<file path="config.mk">
export PLATFORM = sky130hd
export DESIGN_NAME = serial_adder_ctrl
export DESIGN_NICKNAME = d
export VERILOG_FILES = /design/src/rtl/serial_adder_ctrl.sv
export SDC_FILE = /design/constraint.sdc
export NUM_CORES = 1
export LEC_CHECK = 0
export BUFFER_PORTS_ARGS = -buffer_cell sky130_fd_sc_hd__buf_2
export CAP_MARGIN = 20
export CORE_MARGIN = 2
export CORE_UTILIZATION = 43
export CTS_CLUSTER_SIZE = 16
export DETAILED_ROUTE_END_ITERATION = 12
export PLACE_DENSITY = 0.6
export SLEW_MARGIN = 15
export SYNTH_ARGS = -nofsm -noshare
export SYNTH_HDL_FRONTEND = slang
export SYNTH_SLANG_ARGS = --single-unit
</file>
<file path="constraint.sdc">
create_clock -name clk -period 4.57 [get_ports clk]
set_clock_uncertainty 0.1 [all_clocks]
set_input_delay 0.6855 -clock clk [delete_from_list [all_inputs] [get_ports clk]]
set_output_delay 0.6855 -clock clk [all_outputs]
set_load 0.005 [all_outputs]
</file>
<file path="src/rtl/serial_adder_ctrl.sv">
// Bit-serial adder: one fulladder cell reused LSB-first over WIDTH clocks.
// Optional subtract mode (Sub port) enabled by defining SERIAL_ADDER_SUB_EN.

module fulladder (
  input  logic a,
  input  logic b,
  input  logic ci,
  output logic s,
  output logic co
);
  logic axb;

  assign axb = a ^ b;
  assign s   = axb ^ ci;
  assign co  = (a & b) | (axb & ci);
endmodule

module serial_adder_ctrl #(
  parameter int WIDTH = 8
) (
  input  logic             clk,
  input  logic             rst,
  input  logic             start,
  input  logic [WIDTH-1:0] A,
  input  logic [WIDTH-1:0] B,
  input  logic             Cin,
`ifdef SERIAL_ADDER_SUB_EN
  input  logic             Sub,
`endif
  output logic             busy,
  output logic             done,
  output logic [WIDTH-1:0] Sum,
  output logic             Cout
);
  localparam int CW = (WIDTH > 1) ? $clog2(WIDTH) : 1;

  typedef enum logic [1:0] {IDLE, RUN, DONE} state_t;

  state_t           state_reg, state_next;
  logic [WIDTH-1:0] opa_reg, opb_reg, res_reg, sum_reg;
  logic             carry_reg, cout_reg;
  logic [CW-1:0]    cnt_reg;

  logic             load, last;
  logic             fa_sum, fa_cout;
  logic [WIDTH-1:0] opb_load;
  logic             carry_load;
  logic [WIDTH-1:0] res_shift;

`ifdef SERIAL_ADDER_SUB_EN
  // Two's-complement subtract: invert B and force the carry-in to 1.
  assign opb_load   = Sub ? ~B : B;
  assign carry_load = Sub ? 1'b1 : Cin;
`else
  assign opb_load   = B;
  assign carry_load = Cin;
`endif

  fulladder u_fa (
    .a  (opa_reg[0]),
    .b  (opb_reg[0]),
    .ci (carry_reg),
    .s  (fa_sum),
    .co (fa_cout)
  );

  assign last      = (cnt_reg == CW'(WIDTH - 1));
  assign res_shift = {fa_sum, res_reg[WIDTH-1:1]};

  always_ff @(posedge clk or posedge rst) begin
    if (rst) begin
      state_reg <= IDLE;
    end else begin
      state_reg <= state_next;
    end
  end

  // A start is accepted from IDLE and also from DONE, giving back-to-back adds.
  always_comb begin
    state_next = state_reg;
    load       = 1'b0;
    case (state_reg)
      IDLE: begin
        if (start) begin
          load       = 1'b1;
          state_next = RUN;
        end
      end
      RUN: begin
        if (last) begin
          state_next = DONE;
        end
      end
      DONE: begin
        if (start) begin
          load       = 1'b1;
          state_next = RUN;
        end else begin
          state_next = IDLE;
        end
      end
      default: state_next = IDLE;
    endcase
  end

  always_ff @(posedge clk or posedge rst) begin
    if (rst) begin
      opa_reg   <= '0;
      opb_reg   <= '0;
      res_reg   <= '0;
      carry_reg <= 1'b0;
      cnt_reg   <= '0;
      sum_reg   <= '0;
      cout_reg  <= 1'b0;
    end else if (load) begin
      opa_reg   <= A;
      opb_reg   <= opb_load;
      carry_reg <= carry_load;
      cnt_reg   <= '0;
    end else if (state_reg == RUN) begin
      res_reg   <= res_shift;
      opa_reg   <= opa_reg >> 1;
      opb_reg   <= opb_reg >> 1;
      carry_reg <= fa_cout;
      // Counter parks at 0 on the last bit so it never wraps past WIDTH-1.
      cnt_reg   <= last ? '0 : cnt_reg + CW'(1);
      if (last) begin
        sum_reg  <= res_shift;
        cout_reg <= fa_cout;
      end
    end
  end

  assign busy = (state_reg == RUN);
  assign done = (state_reg == DONE);
  assign Sum  = sum_reg;
  assign Cout = cout_reg;
endmodule

</file>
**Word level (Yosys, flattened, before mapping)**

Index checks and enable logic that the tools add are counted.

- Flip-flop bits (word level): 39
- Logic and storage cells: 41

- Bitwise gates (word level): 6
- Reduce and logical (&&, ||, !) cells: 6
- Equal/unequal tests: 5
- Multiplexer cells: 15
- Add/subtract/negate cells: 1

Operators with widths:

| operator | count |
|---|---|
| $mux W8 | 4 |
| $mux W3 | 3 |
| $pmux W2 S3 | 1 |
| $mux W1 | 5 |
| $mux W2 | 2 |
| $reduce_and A2 Y1 | 2 |
| $add A3 B1 Y3 const B | 1 |
| $eq A3 B3 Y1 const B | 1 |
| $reduce_and A3 Y1 | 1 |
| $and A1 B1 Y1 | 2 |
| $eq A2 B1 Y1 const B | 1 |
| $eq A2 B2 Y1 const B | 1 |
| $logic_not A2 Y1 | 1 |
| $ne A2 B1 Y1 const B | 1 |
| $ne A2 B2 Y1 const B | 1 |
| $reduce_bool A2 Y1 | 1 |
| $reduce_or A2 Y1 | 1 |
| $xor A1 B1 Y1 | 2 |
| $not A1 Y1 | 1 |
| $or A1 B1 Y1 | 1 |

**Logic depth before layout (Yosys ltp)**

- Depth after elaboration: 5
- Mapped depth: 6
- Gate-level depth less buffers: 5

**Modules after synthesis**

A second synthesis with hierarchy kept.

- Cells, all modules: 145
- Area total of the unflattened synthesis: 1657.8 um^2

Modules (own cells, without submodules):

| module | sequential area each (um^2) | times used | cells an instance | area each (um^2) |
|---|---|---|---|---|
| serial_adder_ctrl | 950.9 | 1 | 144 | 1637.8 |
| fulladder | 0.0 | 1 | 1 | 20.0 |

**Worst setup path after synthesis**

No wires, ideal clock.

- Path type: flip-flop to output port
- Start point: register state_reg[1]
- End point: output busy
- Stages on the path, launching flop included: 4
- Data required time: 3.784 ns
- Arrival time: 0.782 ns
- Setup slack: 3.003 ns
- Cell sequence: dfrtp_1 nand2b_1 buf_4 inv_6

- Word-level cells in the longest chain between the ends: 1

RTL lines:

| item | line | source |
|---|---|---|
| from (decl) | 39 | `state_t state_reg, state_next;` |
| from (signal assigned) | 74 | `state_reg <= state_next;` |
| $eq A2 B1 Y1 | 134 | `assign busy = (state_reg == RUN);` |
| to (decl) | 30 | `output logic busy,` |

No other way between the ends.

**Worst setup path in the final report**

Ends and elaborated chain as after synthesis.

==> out/results.txt <==
outcome -> finished clean
Seq/Total Area, Yosys -> 0.575
Total GRT Usage -> 0.155
Lkg Pwr -> 1.00 nW
Die W -> 66 um
Syn Area/Cell -> 11.4 um2
Cells after Synth -> 145
GP Congestion -> 0.733
crit start category -> flop
commonest non-fill, non-tap cells in the layout -> 38 x dfrtp_1, 30 x buf_2, 21 x nand2_1
ratio of cells with drive above 1 in the final layout -> 0.328
met3 Resource Use GR -> 0.0562
pre-CTS setup slack -> 2250 ps
critical path required time -> 3780 ps
initial cell density of the core -> 0.448
Vias -> 1,096
Worst Tran Pin Value -> 1040 ps
Die Y-Extent -> 66 um
initial antenna violation count -> 0
fin crit share -> 0.575
GR Layer Usage met2 -> 0.245
Synth area leaders -> dfrtp_1 58%, o22ai_1 5.7%, a21oi_2 5.3%
Worst slew margin -> 0.305
CP Cell Sequence -> nand2b_1, inv_6, buf_2
Setup violations, final -> 0
GR Overflow Total -> 0
H-tree depth -> 2
num ports -> 31
core footprint -> 0.00369 mm2
CTS Buffer Depth -> 2
post-synth net total -> 168
fin. max-slew vios -> 0
postcts setup bufs -> 0
Buffers on Ports -> 30
WP buf/inv -> 2
Crit Path Max Fanout -> 26
most common cell after layout, fill and taps aside -> dfrtp_1
Vias per Instance -> 4.87
Post-CTS Resized -> 0
worst min path class -> flop to flop
post-synthesis cell type count -> 26
final hold vios -> 0
fin nets -> 199
CTS tree -> yes
Detail Route Antenna Nets -> 0
Initial DRC Count -> 73
cts bufs inserted -> 5
vias in the first global route -> 1,100
site row count -> 22
number of max-cap violations -> 0
WP data arrival -> 1840 ps
Setup crit end kind -> output pin
Area Growth Syn to Fin -> 17.9%
CTS sink count -> 38
clk slew on worst S/H paths -> 80 ps
worst vdd ir -> 0.348 mV
DP Wirelength -> 2.01 mm
largest net degree at the start of global routing -> 39
RSZ-0062 raised after global routing -> no
final worst setup slack -> 1940 ps
fmax -> 380 MHz
DIE AREA -> 0.00436 mm2
Fillers -> 354
Mapped Area -> 0.00165 mm2
slowest cell on the critical path -> nand2b_1
cell accounting for the most synthesized area -> dfrtp_1
share of the synthesized area in the top cell type -> 0.575
first-pass GRT wire length -> 5.01 mm
post-DR wirelength/cell -> 12.6 um
diode count -> 0
busiest grt layer -> met2
yosys warns -> 0
DRC -> 0
Setup TNS -> 0 ps
critical path class -> flop to output pin
drt pass-1 iters -> 4
Pwr Density -> 743 mW/mm2
Root Buffer -> clkbuf_8
Routed WL -> 2.83 mm
Final Critical Period -> 2630 ps
CP max stage delay -> 830 ps
Yosys reg bits -> 38
Hold Buf Count CTS -> 0
GR Util met1 -> 0.194
worst skew pair latency -> 290 ps
CP top delay family -> simple AND/OR/NAND/NOR gates
-- kinds of logic (layout without fill, tap and decap cells) --
logic type / count (synthesis) / after routing / synth area share
AO/OA/AOI/OAI: 37 / 37 / 0.154
AND/OR/NAND/NOR: 30 / 30 / 0.0833
buffers and inverters: 26 / 58 / 0.0855
flip-flops: 38 / 38 / 0.575
multiplexers: 11 / 11 / 0.0742
adder cells (fa/ha/maj): 3 / 3 / 0.0273
-- per-layer routing --
metal,wire length [um],part of all wire
met1,1370,0.48
met2,1260,0.45
met3,146,0.052
met4,53,0.019
met5,0,0
-- synth_stat cells, drive strengths merged --
cell type  instances
ha                 2
and2b              1
fa                 1
mux2              10
a21oi             15
nand2b             2
mux2i              1
nor2               1
inv               19
o21ai              3
nor3               1
nand3              2
dfrtp             38
o22ai             15
and2               1
a21o               1
a22o               3
buf                7
nand2             22
-- area by class of cell --
class | instances | area, um2 | share of cell area
Sequential cell | 38 | 951 | 0.488
Multi-Input combinational cell | 81 | 561 | 0.288
Timing Repair Buffer | 31 | 158 | 0.0809
Clock buffer | 6 | 82.6 | 0.0424
Inverter | 19 | 76.3 | 0.0392
Clock inverter | 2 | 60.1 | 0.0308
Tap cell | 48 | 60.1 | 0.0308
-- tightest hold or removal path: stages, from the launching register on --
cell	delay [ps]
dfrtp_1	350
nand2_1	50
nand2_1	60
-- per-stage QoR --
stage	utilization	total power [mW]	instances	hold slack, ps	area [um2]
final	0.528	1.45	225	385	1950
after global routing	0.528	1.58	225	418	1950
after CTS	0.528	1.47	225	394	1950
after detailed placement	0.489	1.12	217	374	1810
after global placement	0.489	1.09	217	369	1810
after floorplan	-	1.02	145	342	1650
-- power breakdown --
group | switching (mW) | total (mW) | internal (mW)
logic | 0.276 | 0.512 | 0.236
registers | 0.0939 | 0.589 | 0.495
clock network | 0.114 | 0.347 | 0.233
total | 0.484 | 1.45 | 0.964
-- final timing paths --
check | start | slack (ps) | to | cells past startpoint
setup / recovery | state_reg[1] | 1940 | busy | 3
hold / removal | res_reg[1] | 380 | res_reg[1] | 2
setup reg to reg | state_reg[1] | 2430 | Sum[0] | 4
hold reg to reg | res_reg[1] | 380 | res_reg[1] | 2
max in group asynchronous | rst | 3650 | state_reg[0] | 3
min in group asynchronous | rst | 390 | Cout | 3
(Power assumes the default switching activity.)
